--- src/rtl/uart_pkg.sv ---
// Shared types and constants for the UART frame loader.
package uart_pkg;

  typedef enum logic [2:0] {
    SYNC,
    CMD,
    ADDR_H,
    ADDR_L,
    LEN_H,
    LEN_L,
    DATA,
    CSUM
  } loader_state_t;

  localparam logic [7:0] CMD_WRITE    = 8'h01;
  localparam logic [7:0] CMD_RUN      = 8'h02;
  localparam logic [7:0] DEFAULT_SYNC = 8'hA5;

endpackage

--- src/rtl/uart_gap_timer.sv ---
// Inter-byte gap timer: flags when no byte has arrived for TIMEOUT_CLKS-1 cycles
// while a frame is open.
module uart_gap_timer #(
  parameter int TIMEOUT_CLKS = 262144
) (
  input  logic clk,
  input  logic rst_n,
  input  logic clear,
  input  logic enable,
  output logic expired
);

  localparam int W = (TIMEOUT_CLKS > 2) ? $clog2(TIMEOUT_CLKS) : 1;
  localparam logic [W-1:0] LAST = W'(TIMEOUT_CLKS - 1);

  logic [W-1:0] timer;

  // Saturates at LAST so an unserviced expiry cannot wrap back to a quiet count.
  always_ff @(posedge clk or negedge rst_n) begin
    if (!rst_n) begin
      timer <= '0;
    end else if (clear || !enable) begin
      timer <= '0;
    end else if (timer != LAST) begin
      timer <= timer + 1'b1;
    end
  end

  assign expired = enable && (timer == LAST);

endmodule

--- src/rtl/uart_loader.sv ---
// Host frame parser: decodes A5-framed WRITE/RUN commands from the UART byte
// stream, writes payloads to memory and controls the CPU reset hold.
module uart_loader
  import uart_pkg::*;
#(
  parameter int          TIMEOUT_CLKS = 262144,
  parameter logic [7:0]  SYNC_BYTE    = DEFAULT_SYNC
) (
  input  logic        clk,
  input  logic        rst_n,
  input  logic        rx_valid,
  input  logic [7:0]  rx_data,
  output logic [15:0] mem_addr,
  output logic [7:0]  mem_wdata,
  output logic        mem_we,
  output logic        cpu_hold,
  output logic        busy,
  output logic        done,
  output logic        err
);

  loader_state_t state;
  logic [7:0]    sum;
  logic [7:0]    next_sum;
  logic          is_run;
  logic [15:0]   addr;
  logic [7:0]    len_h;
  logic [15:0]   len_full;
  logic [15:0]   count;
  logic          expired;

  assign next_sum = sum + rx_data;
  assign len_full = {len_h, rx_data};
  assign busy     = (state != SYNC);

  uart_gap_timer #(
    .TIMEOUT_CLKS(TIMEOUT_CLKS)
  ) u_gap_timer (
    .clk    (clk),
    .rst_n  (rst_n),
    .clear  (rx_valid),
    .enable (busy),
    .expired(expired)
  );

  // A received byte always takes priority over a timeout in the same cycle.
  always_ff @(posedge clk or negedge rst_n) begin
    if (!rst_n) begin
      state     <= SYNC;
      sum       <= '0;
      is_run    <= 1'b0;
      addr      <= '0;
      len_h     <= '0;
      count     <= '0;
      mem_addr  <= '0;
      mem_wdata <= '0;
      mem_we    <= 1'b0;
      cpu_hold  <= 1'b1;
      done      <= 1'b0;
      err       <= 1'b0;
    end else begin
      mem_we <= 1'b0;
      done   <= 1'b0;
      err    <= 1'b0;
      if (rx_valid) begin
        if (state != SYNC) begin
          sum <= next_sum;
        end
        case (state)
          SYNC: begin
            if (rx_data == SYNC_BYTE) begin
              state <= CMD;
              sum   <= '0;
            end
          end
          CMD: begin
            if (rx_data == CMD_WRITE) begin
              is_run   <= 1'b0;
              cpu_hold <= 1'b1;
              state    <= ADDR_H;
            end else if (rx_data == CMD_RUN) begin
              is_run <= 1'b1;
              state  <= ADDR_H;
            end else begin
              err   <= 1'b1;
              state <= SYNC;
            end
          end
          ADDR_H: begin
            addr[15:8] <= rx_data;
            state      <= ADDR_L;
          end
          ADDR_L: begin
            addr[7:0] <= rx_data;
            state     <= LEN_H;
          end
          LEN_H: begin
            len_h <= rx_data;
            state <= LEN_L;
          end
          LEN_L: begin
            count <= len_full;
            if (is_run && (len_full != 16'h0000)) begin
              err   <= 1'b1;
              state <= SYNC;
            end else if (len_full == 16'h0000) begin
              state <= CSUM;
            end else begin
              state <= DATA;
            end
          end
          DATA: begin
            mem_we    <= 1'b1;
            mem_addr  <= addr;
            mem_wdata <= rx_data;
            addr      <= addr + 16'h0001;
            count     <= count - 16'h0001;
            if (count == 16'h0001) begin
              state <= CSUM;
            end
          end
          CSUM: begin
            if (next_sum == 8'h00) begin
              done <= 1'b1;
              if (is_run) begin
                cpu_hold <= 1'b0;
              end
            end else begin
              err <= 1'b1;
            end
            state <= SYNC;
          end
          default: state <= SYNC;
        endcase
      end else if (expired) begin
        err   <= 1'b1;
        state <= SYNC;
      end
    end
  end

endmodule

--- config.mk ---
export PLATFORM = sky130hd
export DESIGN_NAME = uart_loader
export DESIGN_NICKNAME = d
export VERILOG_FILES = /design/src/rtl/uart_pkg.sv /design/src/rtl/uart_gap_timer.sv /design/src/rtl/uart_loader.sv
export SDC_FILE = /design/constraint.sdc
export NUM_CORES = 1
export LEC_CHECK = 0
export ABC_AREA = 1
export BUFFER_PORTS_ARGS = -buffer_cell sky130_fd_sc_hd__clkbuf_2
export CORE_ASPECT_RATIO = 0.9
export CORE_MARGIN = 4
export CORE_UTILIZATION = 46
export CTS_CLUSTER_SIZE = 28
export DETAILED_ROUTE_END_ITERATION = 8
export HOLD_SLACK_MARGIN = 0.02
export PLACE_DENSITY = 0.65
export SLEW_MARGIN = 20
export SYNTH_ARGS = -nofsm -noshare
export SYNTH_HDL_FRONTEND = slang
export SYNTH_SLANG_ARGS = --single-unit
--- constraint.sdc ---
create_clock -name clk -period 5.3 [get_ports clk]
set_clock_uncertainty 0.2 [all_clocks]
set_input_delay 1.59 -clock clk [delete_from_list [all_inputs] [get_ports clk]]
set_output_delay 1.59 -clock clk [all_outputs]
set_load 0.01 [all_outputs]
==> summary.md, run 1 <==
| Metric | Value |
|---|---|
| Most frequent cell after synthesis | `sky130_fd_sc_hd__nand2_1` |
| Top-level I/O count | `40` |
| Startpoint kind of the worst setup timing path | `input port` |
| Crit path setup slack, layout | `roughly 2.1 ns` |
| Critical hold path startpoint | `mem_addr[1]` |
| Number of port buffers | `39` |
| Path class of the lowest-slack min-delay path | `reg2reg` |
| Number of cells in the finished layout apart from fillers | `approximately 940` |
| Setup slack of the most critical reg-to-reg path | `~2.9 ns` |
| Post-Route Hold Slack | `between 0.2 and 0.3 ns` |
| Crit path time final | `3.17 ns` |
| Initial antenna violation count | `0` |
| Cell seen most often among critical-path stages | `sky130_fd_sc_hd__nand2_1` |
| Unrepaired setup endpoints after global routing | `false` |
| Final HPWL from detailed placement | `slightly below 10000 um` |
| Gr usage total | `0.203` |
| Kind of cell adding the most delay to the critical path | `simple AND/OR/NAND/NOR gates` |
| CTS H-Tree Depth | `3` |
| Starting density of the core | `0.480` |
| Pin count of the biggest net entering global routing | `50` |
| Actual slew at the worst max-slew pin | `0.759 ns` |
| Cell Area, Placed | `slightly below 6000 sq um` |
| Crit path capture type | `flop` |
| Post-Syn Nets | `763` |
| Count of cell types in the netlist | `between 50 and 60` |
| Result of the run | `finished, final reports clean` |
| Warnings from Yosys | `0` |
| Vias in the first global route | `between 4000 and 5000` |
| Number of synthesized register bits | `98` |
| Number of cells after detailed placement | `slightly above 900` |
| Nets | `approximately 800` |
| Highest ir drop seen on vdd | `between 0.0002 and 0.00025 V` |
| Detailed-route via count | `just under 5000` |
| Share of layout cells above drive strength 1 | `0.117` |
| Slew Viols, Final | `0` |
| Reg2Reg Capture Point | `count[14]` |
| Post-synthesis to final-layout area growth | `11.0%` |
| Worst-case setup slack after placement | `1.77 ns` |
| Cell area after synthesis | `about 5600 sq um` |
| Number of routed nets with antenna violations | `0` |
| Detailed-route DRC error count | `0` |
| Count of buffer and inverter cells on the critical path | `1` |
| Die X | `~120 um` |
| Crit path DAT | `between 3 and 4 ns` |
| Number of enable-type register cells in the synthesized netlist | `0` |
| Clock-pin slew on the worst setup and hold paths | `~0.07 ns` |
| Worst Hold End | `mem_addr[1]` |
| Top post-synthesis cells by count | `194 x sky130_fd_sc_hd__nand2_1, 97 x sky130_fd_sc_hd__dfrtp_1, 94 x sky130_fd_sc_hd__inv_1` |
| Setup Total Neg Slack | `0 ns` |
| Longest individual stage delay on the worst path | `approximately 0.43 ns` |
| Final core occ | `0.533` |
| Number of buffers on the longest clock path | `2` |
| Root buffer selected by CTS | `sky130_fd_sc_hd__clkbuf_16` |
| Part of the Yosys area used for sequential elements | `0.438` |
| Routed WL | `roughly 14000 um` |
| Max-capacitance violation count | `0` |
| Cell with the largest stage delay on the worst path | `sky130_fd_sc_hd__fa_1` |
| Final hold vios | `0` |
| Crit Path Max Fanout | `5` |
| Finished layout cell area | `around 6200 sq um` |
| Met3 capacity usage during global routing | `0.0519` |
| Gate Count Post-Synth | `740` |
| Data required, critical path | `~5.3 ns` |
| Hold Crit Depth | `2` |
| First-pass DRT Iterations | `5` |
| Largest cells by area after synthesis | `sky130_fd_sc_hd__dfrtp_1 43%, sky130_fd_sc_hd__nand2_1 13%, sky130_fd_sc_hd__inv_1 6.3%` |
| Area of the placeable core | `between 10000 and 15000 sq um` |
| Clock tree from TritonCTS | `done` |
| Reg2reg start | `state[1]` |
| Share of the clock period used by the worst path after layout | `0.598` |
| R2r worst-path depth | `8` |
| Most used DFF post-synth | `sky130_fd_sc_hd__dfrtp_1` |
| Setup violation total in the final timing report | `0` |
| Worst max-slew margin expressed relative to the limit | `0.493` |
| Post-layout total power | `2.94 mW` |
| Start-to-end type of the worst setup path | `in2reg` |
| Sequence of cells on the critical path | `clkbuf_2 > ha_1 > fa_1 > nand2_1 > nand2_1 > nand3_1 > nand2_1 > nand2_1 > nand2_1 > nor2_1 > nand2_1 > nand2_1 > nand2_1 > nand2_1 > nand2_1` |
| CTS Buf Count | `9` |
| Total leakage power | `~3.1 nW` |
| First-pass GRT wire length | `~23000 um` |
| CTS Hold Bufs | `0` |
| Fmax | `between 300 and 400 MHz` |
| ANT cells | `0` |
| Post-Syn Area per Cell | `7.57 sq um` |
| Post-cts gate resize count | `0` |
| Synth top area share | `0.433` |
| Met1 Use GR | `0.279` |
| Ratio of routed vias to standard cells | `approximately 5.3` |
| Count of buffers added by post-CTS timing repair for setup | `0` |
| Clock network latency to the later pin of the worst-skew pair | `~0.35 ns` |
| Die Y | `between 100 and 150 um` |
| Final weighted congestion of routability-driven global placement | `just over 0.9` |
| Routed length per instance | `14.4 um` |
| Yosys top cell by area | `sky130_fd_sc_hd__dfrtp_1` |
| Global-route track usage on met2 | `0.315` |
| Async S/R FF share, synth | `1.00` |
| Iter 0 DRT Violations | `572` |
| Row count | `37` |
| Full die area | `14000 sq um` |
| Remaining global-route overflow | `0` |
| Most Used Layer, Global Route | `met2` |
| Total power per unit cell area | `between 400 and 500 nW/um^2` |
| Sink Count | `slightly below 100` |
logic make-up (layout without fill, tap and decap cells):
group | count (synthesis) | in the layout | share of synthesized area
compound gates | 152 | 152 | 0.151
simple gates | 349 | 349 | 0.278
fa+ha+maj | 12 | 12 | 0.0281
buf+inv | 119 | 160 | 0.0896
xor+xnor | 10 | 10 | 0.0156
flops | 98 | 98 | 0.438
worst register-to-register path: cells and delay by family, from the launching register on:
family / cells / cell delay [ns]
AO/OA/AOI/OAI: 3 / 0.75
buffers and inverters: 3 / 0.55
flip-flops: 1 / 0.44
AND/OR/NAND/NOR: 2 / 0.35
layer usage:
layer	part of all wire	routed length, um
met1	0.49	6590
met2	0.44	5940
met5	0	0
met3	0.053	715
met4	0.021	285
power breakdown:
group / internal, mW / leakage, nW / total (mW) / switching, mW
combinational: 0.376 / 1.72 / 1.04 / 0.660
sequential: 1.01 / 1.24 / 1.20 / 0.198
clock: 0.400 / 0.159 / 0.704 / 0.305
registers in the layout, summed over array words and instances, names as in the netlist, 3 cells and up:
register and flops:
u_gap_timer.timer 18, addr 16, count 16, mem_addr 16
len_h 8, mem_wdata 8, sum 8, state 3
layout make-up:
| type | instances | area, sq um |
|---|---|---|
| clock buffer | 11 | 253 |
| clock inverter | 5 | 67.6 |
| fill | 1141 | 5450 |
| inverter | 103 | 389 |
| multi-input combinational | 523 | 2650 |
| sequential | 98 | 2450 |
| tap | 156 | 195 |
| timing repair buffer | 41 | 213 |
how the worst max path moves through the flow:
stage | startpoint | end | slack (ns) | cells past startpoint
4_1_cts | rx_valid | count[10] | 2.14 | 8
3_5_place_dp | rx_valid | count[10] | 1.77 | 8
2_1_floorplan | rx_data[0] | err | 2.07 | 14
6_report | rx_data[0] | err | 2.13 | 15
5_1_grt | rx_valid | count[10] | 1.95 | 8
3_3_place_gp | rx_data[0] | err | 1.80 | 15
cells in the final DEF, fill, tap and decap left out, types with 4 or more instances in the layout:
master	instances
sky130_fd_sc_hd__nand2_1	194
sky130_fd_sc_hd__dfrtp_1	97
sky130_fd_sc_hd__inv_1	94
sky130_fd_sc_hd__o21ai_0	62
sky130_fd_sc_hd__nor2_1	57
sky130_fd_sc_hd__nand3_1	48
sky130_fd_sc_hd__clkbuf_2	38
sky130_fd_sc_hd__a21oi_1	32
sky130_fd_sc_hd__o21ai_1	26
sky130_fd_sc_hd__nor3_1	15
sky130_fd_sc_hd__ha_1	11
sky130_fd_sc_hd__nand4_1	10
sky130_fd_sc_hd__a31oi_1	10
sky130_fd_sc_hd__clkbuf_16	9
sky130_fd_sc_hd__xor2_1	8
sky130_fd_sc_hd__inv_2	7
sky130_fd_sc_hd__nor2_2	4
sky130_fd_sc_hd__o211ai_1	4
sky130_fd_sc_hd__o31ai_1	4
Power figures use the tool's default switching activity.
==> run 2, diff against run 1 <==
Settings changed: PLACE_DENSITY 0.65 to 0.67.
Clock period 5.3 ns to 2.85 ns, I/O delays scaled along.
==> run 2 against run 1 <==
Effect of this change:
- via count grew 0.87%
- die area is the same
- combinational power grew 88%
- sequential cell count is the same
- sequential share of layout area shrank 0.25 points
- first-iteration DRC count shrank 22%
- final cell count grew 0.43%
- hold slack gained 0.0044 ns
- sequential power grew 86%
- setup slack lost 1.7 ns
- non-clock buffer count grew 4
- critical endpoint unchanged
- largest cell class unchanged
- largest power group unchanged
==> summary.md, run 2 (synthesis results as in run 1) <==
| Metric | Value |
|---|---|
| Row count | `37` |
| Setup Total Neg Slack | `0 ns` |
| CTS H-Tree Depth | `3` |
| Worst-case setup slack after placement | `roughly 0.093 ns` |
| Highest ir drop seen on vdd | `between 0.0005 and 0.0006 V` |
| Detailed-route DRC error count | `0` |
| Critical hold path startpoint | `mem_addr[13]` |
| Top-level I/O count | `40` |
| Finished layout cell area | `between 6000 and 7000 sq um` |
| Cell Area, Placed | `approximately 6000 sq um` |
| Fmax | `417 MHz` |
| Post-synthesis to final-layout area growth | `11.7%` |
| Post-layout total power | `around 5.4 mW` |
| Sink Count | `98` |
| Number of port buffers | `39` |
| Final HPWL from detailed placement | `9770 um` |
| First-pass GRT wire length | `between 20000 and 25000 um` |
| Initial antenna violation count | `0` |
| First-pass DRT Iterations | `5` |
| Routed length per instance | `~14 um` |
| ANT cells | `0` |
| Unrepaired setup endpoints after global routing | `false` |
| Number of buffers on the longest clock path | `2` |
| Remaining global-route overflow | `0` |
| Root buffer selected by CTS | `sky130_fd_sc_hd__clkbuf_16` |
| Final hold vios | `0` |
| Clock network latency to the later pin of the worst-skew pair | `roughly 0.35 ns` |
| Worst max-slew margin expressed relative to the limit | `0.619` |
| Actual slew at the worst max-slew pin | `around 0.57 ns` |
| Area of the placeable core | `roughly 12000 sq um` |
| Net switching component of the power | `between 2 and 2.5 mW` |
| Crit path setup slack, layout | `0.449 ns` |
| Total of fill cells in the finished design | `between 1000 and 1500` |
| Switching power as a share of total power | `0.390` |
| Start-to-end type of the worst setup path | `in2reg` |
| Startpoint kind of the worst setup timing path | `input port` |
| Data required, critical path | `between 2 and 3 ns` |
| Gr usage total | `0.197` |
| Crit Path Max Fanout | `3` |
| Cell seen most often among critical-path stages | `sky130_fd_sc_hd__nand2_1` |
| Share of the clock period used by the worst path after layout | `0.842` |
| Portion of total power attributed to sequential cells | `0.410` |
| Crit path DAT | `2.44 ns` |
| Number of routed nets with antenna violations | `0` |
| Part of the total power dissipated in the clock network | `0.230` |
| Detailed-route via count | `between 4000 and 5000` |
| Sequence of cells on the critical path | `clkbuf_2 > ha_1 > fa_1 > nand2_1 > nand2_1 > nand3_1 > nand2_1 > nand2_1 > nand2_1 > nor2_1 > nand2_1 > nand2_1 > nand2_1 > nand2_1 > nand2_1` |
| Ratio of routed vias to standard cells | `between 5 and 6` |
| Crit path capture type | `flop` |
| Full die area | `approximately 14000 sq um` |
| Most flops, register | `u_gap_timer.timer` |
| Max-capacitance violation count | `0` |
| Reg2reg start | `state[0]` |
| Combinational group share of total power | `0.360` |
| Longest individual stage delay on the worst path | `0.43 ns` |
| Slew Viols, Final | `0` |
| Post-cts gate resize count | `0` |
| Clock-pin slew on the worst setup and hold paths | `roughly 0.070 ns` |
| Post-Route Hold Slack | `0.280 ns` |
| Die Y | `113 um` |
| Crit path time final | `~2.4 ns` |
| Commonest cells after routing, fill and taps aside | `194 x sky130_fd_sc_hd__nand2_1, 97 x sky130_fd_sc_hd__dfrtp_1, 94 x sky130_fd_sc_hd__inv_1` |
| Cell with the largest stage delay on the worst path | `sky130_fd_sc_hd__fa_1` |
| Path class of the lowest-slack min-delay path | `reg2reg` |
| Total power per unit cell area | `slightly below 900 nW/um^2` |
| Setup violation total in the final timing report | `0` |
| Worst Setup SP | `rx_data[0]` |
| Vias in the first global route | `4721` |
| Result of the run | `finished, final reports clean` |
| Max reg flops | `18` |
| Iter 0 DRT Violations | `~450` |
| Count of buffers added by post-CTS timing repair for setup | `0` |
| Starting density of the core | `0.480` |
| Internal power | `~3.3 mW` |
| Leading cell type in the layout, fill and taps excluded | `sky130_fd_sc_hd__nand2_1` |
| Die X | `about 120 um` |
| Final weighted congestion of routability-driven global placement | `between 0.8 and 0.9` |
| CTS Buf Count | `9` |
| Total leakage power | `between 3 and 4 nW` |
| CTS Hold Bufs | `0` |
| Clock tree from TritonCTS | `done` |
| Share of layout cells above drive strength 1 | `0.120` |
| Routed WL | `roughly 13000 um` |
| Pin count of the biggest net entering global routing | `40` |
| Nets | `about 800` |
==> run 2: power groups by stage <==
stage,clock network (mW),logic (mW),registers [mW]
floorplan,0,1.37,2.24
global placement,0,1.91,2.23
detailed placement,0,1.96,2.25
CTS,1.28,1.97,2.23
global route,1.35,2.26,2.30
finish,1.25,1.96,2.23
==> run 2: path summary, 6_finish.rpt <==
| kind | slack, ns | end | cells past startpoint |
|---|---|---|---|
| hold reg to reg | 0.28 | mem_addr[13] | 2 |
| setup reg to reg | 0.55 | count[6] | 8 |
| setup / recovery | 0.45 | err | 15 |
| hold / removal | 0.28 | mem_addr[13] | 2 |
| min in group asynchronous | 0.30 | mem_addr[5] | 1 |
| max in group asynchronous | 1.58 | u_gap_timer.timer[14] | 2 |
==> run 2: critical path: cells and delay by family <==
| family | cells | cell delay (ns) |
|---|---|---|
| adders and majority gates | 2 | 0.66 |
| buffers and inverters | 1 | 0.10 |
| and+or+nand+nor | 12 | 0.83 |
==> run 2: area by class of cell <==
| class | count | area [sq um] | share of cell area |
|---|---|---|---|
| flip-flops and latches | 98 | 2450 | 0.392 |
| multi-input cells | 523 | 2650 | 0.423 |
| well taps | 156 | 195 | 0.0312 |
| inverters | 103 | 389 | 0.0622 |
| clock buffers | 12 | 256 | 0.0410 |
| repair buffers | 45 | 268 | 0.0428 |
| clock inverters | 4 | 48.8 | 0.00780 |
==> run 2: metrics by stage <==
stage	utilization	std cells
3_3_place_gp	0.510	925
3_5_place_dp	0.510	925
5_1_grt	0.536	941
2_1_floorplan	-	740
4_1_cts	0.536	941
6_report	0.536	941
==> run 2: layer usage <==
metal | wire [um] | track usage | share of wire | vias to the layer above
met3 | 831 | 0.0519 | 0.063 | 17
met2 | 5890 | 0.308 | 0.44 | 145
met4 | 223 | 0.0548 | 0.017 | 0
met1 | 6310 | 0.274 | 0.48 | 2337
met5 | 0 | 0 | 0 | -
li1 | - | - | - | 2488
==> run 3, diff against run 2 <==
Clock period 2.85 ns to 2.2 ns, I/O delays scaled along.
==> run 3 against run 2 <==
Effect of this change:
- count of clock-buffer cells in the layout decreased by 2
- global-route usage increased by 0.069 points
- die area unchanged
- register-to-register slack got worse by 0.38 ns
- sequential power increased by 30%
- combinational power increased by 35%
- cell area increased by 3.0%
- non-clock buffer count increased by 22
- total power increased by 31%
- setup slack got worse by 0.29 ns
- clock power increased by 29%
- sequential cell count unchanged
- largest cell class unchanged
- highest routed layer unchanged
==> summary.md, run 3 (synthesis results as in run 1) <==
| Metric | Value |
|---|---|
| Reg2reg start | `sum[0]` |
| Commonest cells after routing, fill and taps aside | `194 x sky130_fd_sc_hd__nand2_1, 97 x sky130_fd_sc_hd__dfrtp_1, 94 x sky130_fd_sc_hd__inv_1` |
| Crit path setup slack, layout | `approximately 0.16 ns` |
| Row count | `37` |
| Fmax | `between 400 and 500 MHz` |
| Gr usage total | `0.198` |
| Actual slew at the worst max-slew pin | `between 0.4 and 0.5 ns` |
| ANT cells | `0` |
| Startpoint kind of the worst setup timing path | `input port` |
| Start-to-end type of the worst setup path | `in2reg` |
| Share of the clock period used by the worst path after layout | `0.927` |
| Number of port buffers | `39` |
| Crit path capture type | `flop` |
| Worst max-slew margin expressed relative to the limit | `0.711` |
| Cell Area, Placed | `between 6000 and 7000 sq um` |
| Crit Path Max Fanout | `3` |
| Iter 0 DRT Violations | `roughly 440` |
| Root buffer selected by CTS | `sky130_fd_sc_hd__clkbuf_16` |
| Final core occ | `0.553` |
| Unrepaired setup endpoints after global routing | `false` |
| Clock network latency to the later pin of the worst-skew pair | `about 0.35 ns` |
| Total leakage power | `roughly 3.2 nW` |
| Highest ir drop seen on vdd | `approximately 0.00074 V` |
| Final weighted congestion of routability-driven global placement | `between 0.8 and 0.9` |
| Max reg flops | `18` |
| Sink Count | `around 100` |
| CTS Hold Bufs | `0` |
| Total area of multi-input combinational cells | `between 2000 and 3000 sq um` |
| CTS Buf Count | `9` |
| Post-synthesis to final-layout area growth | `15.1%` |
| Clock tree from TritonCTS | `done` |
| Worst Setup SP | `rx_data[0]` |
| Most flops, register | `u_gap_timer.timer` |
| Data required, critical path | `between 2 and 2.5 ns` |
| Routed length per instance | `13.8 um` |
| Path class of the lowest-slack min-delay path | `in2async` |
| Setup violation total in the final timing report | `0` |
| Worst-case setup slack after placement | `-0.241 ns` |
| Routed WL | `13200 um` |
| Share of layout cells above drive strength 1 | `0.148` |
| Detailed-route via count | `approximately 5000` |
| CTS H-Tree Depth | `3` |
| Leading cell type in the layout, fill and taps excluded | `sky130_fd_sc_hd__nand2_1` |
| Area of the placeable core | `11700 sq um` |
| Clock-pin slew on the worst setup and hold paths | `~0.07 ns` |
| Number of routed nets with antenna violations | `0` |
| Pin count of the biggest net entering global routing | `33` |
| Initial antenna violation count | `0` |
| Finished layout cell area | `6450 sq um` |
| Final hold vios | `0` |
| Total of fill cells in the finished design | `~1100` |
| Full die area | `between 10000 and 15000 sq um` |
| Final HPWL from detailed placement | `a little under 10000 um` |
| Post-Route Hold Slack | `0.0400 ns` |
| Detailed-route DRC error count | `0` |
| Number of buffers on the longest clock path | `2` |
| Result of the run | `finished, final reports clean` |
| Crit path time final | `roughly 2.0 ns` |
| R2r worst-path depth | `11` |
| Die Y | `113 um` |
| First-pass GRT wire length | `between 20000 and 25000 um` |
| Total power per unit cell area | `approximately 1100 nW/um^2` |
| Vias in the first global route | `4860` |
| Seq. cell area | `~2500 sq um` |
| Nets | `a little over 800` |
| Ratio of routed vias to standard cells | `about 5.2` |
| Slew Viols, Final | `0` |
| Top-level I/O count | `40` |
| First-pass DRT Iterations | `5` |
| Crit path DAT | `~2.1 ns` |
| Max-capacitance violation count | `0` |
| Die X | `between 100 and 150 um` |
| Remaining global-route overflow | `0` |
| Starting density of the core | `0.480` |
==> run 3: worst max-delay path, cell delays in order <==
cell and delay, ns:
sky130_fd_sc_hd__clkbuf_2 0.11, sky130_fd_sc_hd__ha_4 0.17, sky130_fd_sc_hd__fa_2 0.37, sky130_fd_sc_hd__xor2_1 0.18, sky130_fd_sc_hd__nor2_1 0.11, sky130_fd_sc_hd__nand3_1 0.08
sky130_fd_sc_hd__nor2_1 0.10, sky130_fd_sc_hd__nand2_1 0.09, sky130_fd_sc_hd__nand2_1 0.06, sky130_fd_sc_hd__nand2_1 0.04, sky130_fd_sc_hd__nand2_1 0.05, sky130_fd_sc_hd__nand2_1 0.04
==> run 3: repair_timing <==
action,in CTS,in global routing
endpoints found under the setup margin,0,3
setup buffers,0,1
gates resized for setup,0,2
==> run 3: through the flow <==
step / power, mW / setup TNS (ns) / std cells
floorplan: 4.70 / 0 / 740
global placement: 5.46 / -0.505 / 946
detailed placement: 5.54 / -0.612 / 946
CTS: 7.19 / 0 / 961
global route: 7.78 / 0 / 962
finish: 7.15 / 0 / 962
==> run 3: per-layer routing <==
layer | track usage | vias up | part of all wire
met5 | 0 | - | 0
met4 | 0.0453 | 0 | 0.013
met3 | 0.0496 | 15 | 0.054
met2 | 0.318 | 133 | 0.46
met1 | 0.273 | 2359 | 0.47
li1 | - | 2534 | -
==> run 3: final cells by class <==
class | instances | area share
clock inverters | 5 | 0.00951
multi-input cells | 523 | 0.413
inverters | 103 | 0.0604
flip-flops and latches | 98 | 0.381
repair buffers | 67 | 0.0691
clock buffers | 10 | 0.0371
well taps | 156 | 0.0303
==> run 3: power by group <==
part	switching (mW)	internal [mW]	leakage, nW
clock	0.698	0.914	0.149
sequential	0.467	2.42	1.24
combinational	1.62	1.03	1.86
==> run 3: final timing paths <==
| path | endpoint | slack (ns) |
|---|---|---|
| setup / recovery | err | 0.16 |
| hold / removal | addr[5] | 0.04 |
| setup reg to reg | err | 0.17 |
| hold reg to reg | mem_addr[1] | 0.28 |
| max in group asynchronous | sum[4] | 1.16 |
| min in group clk | mem_addr[1] | 0.28 |
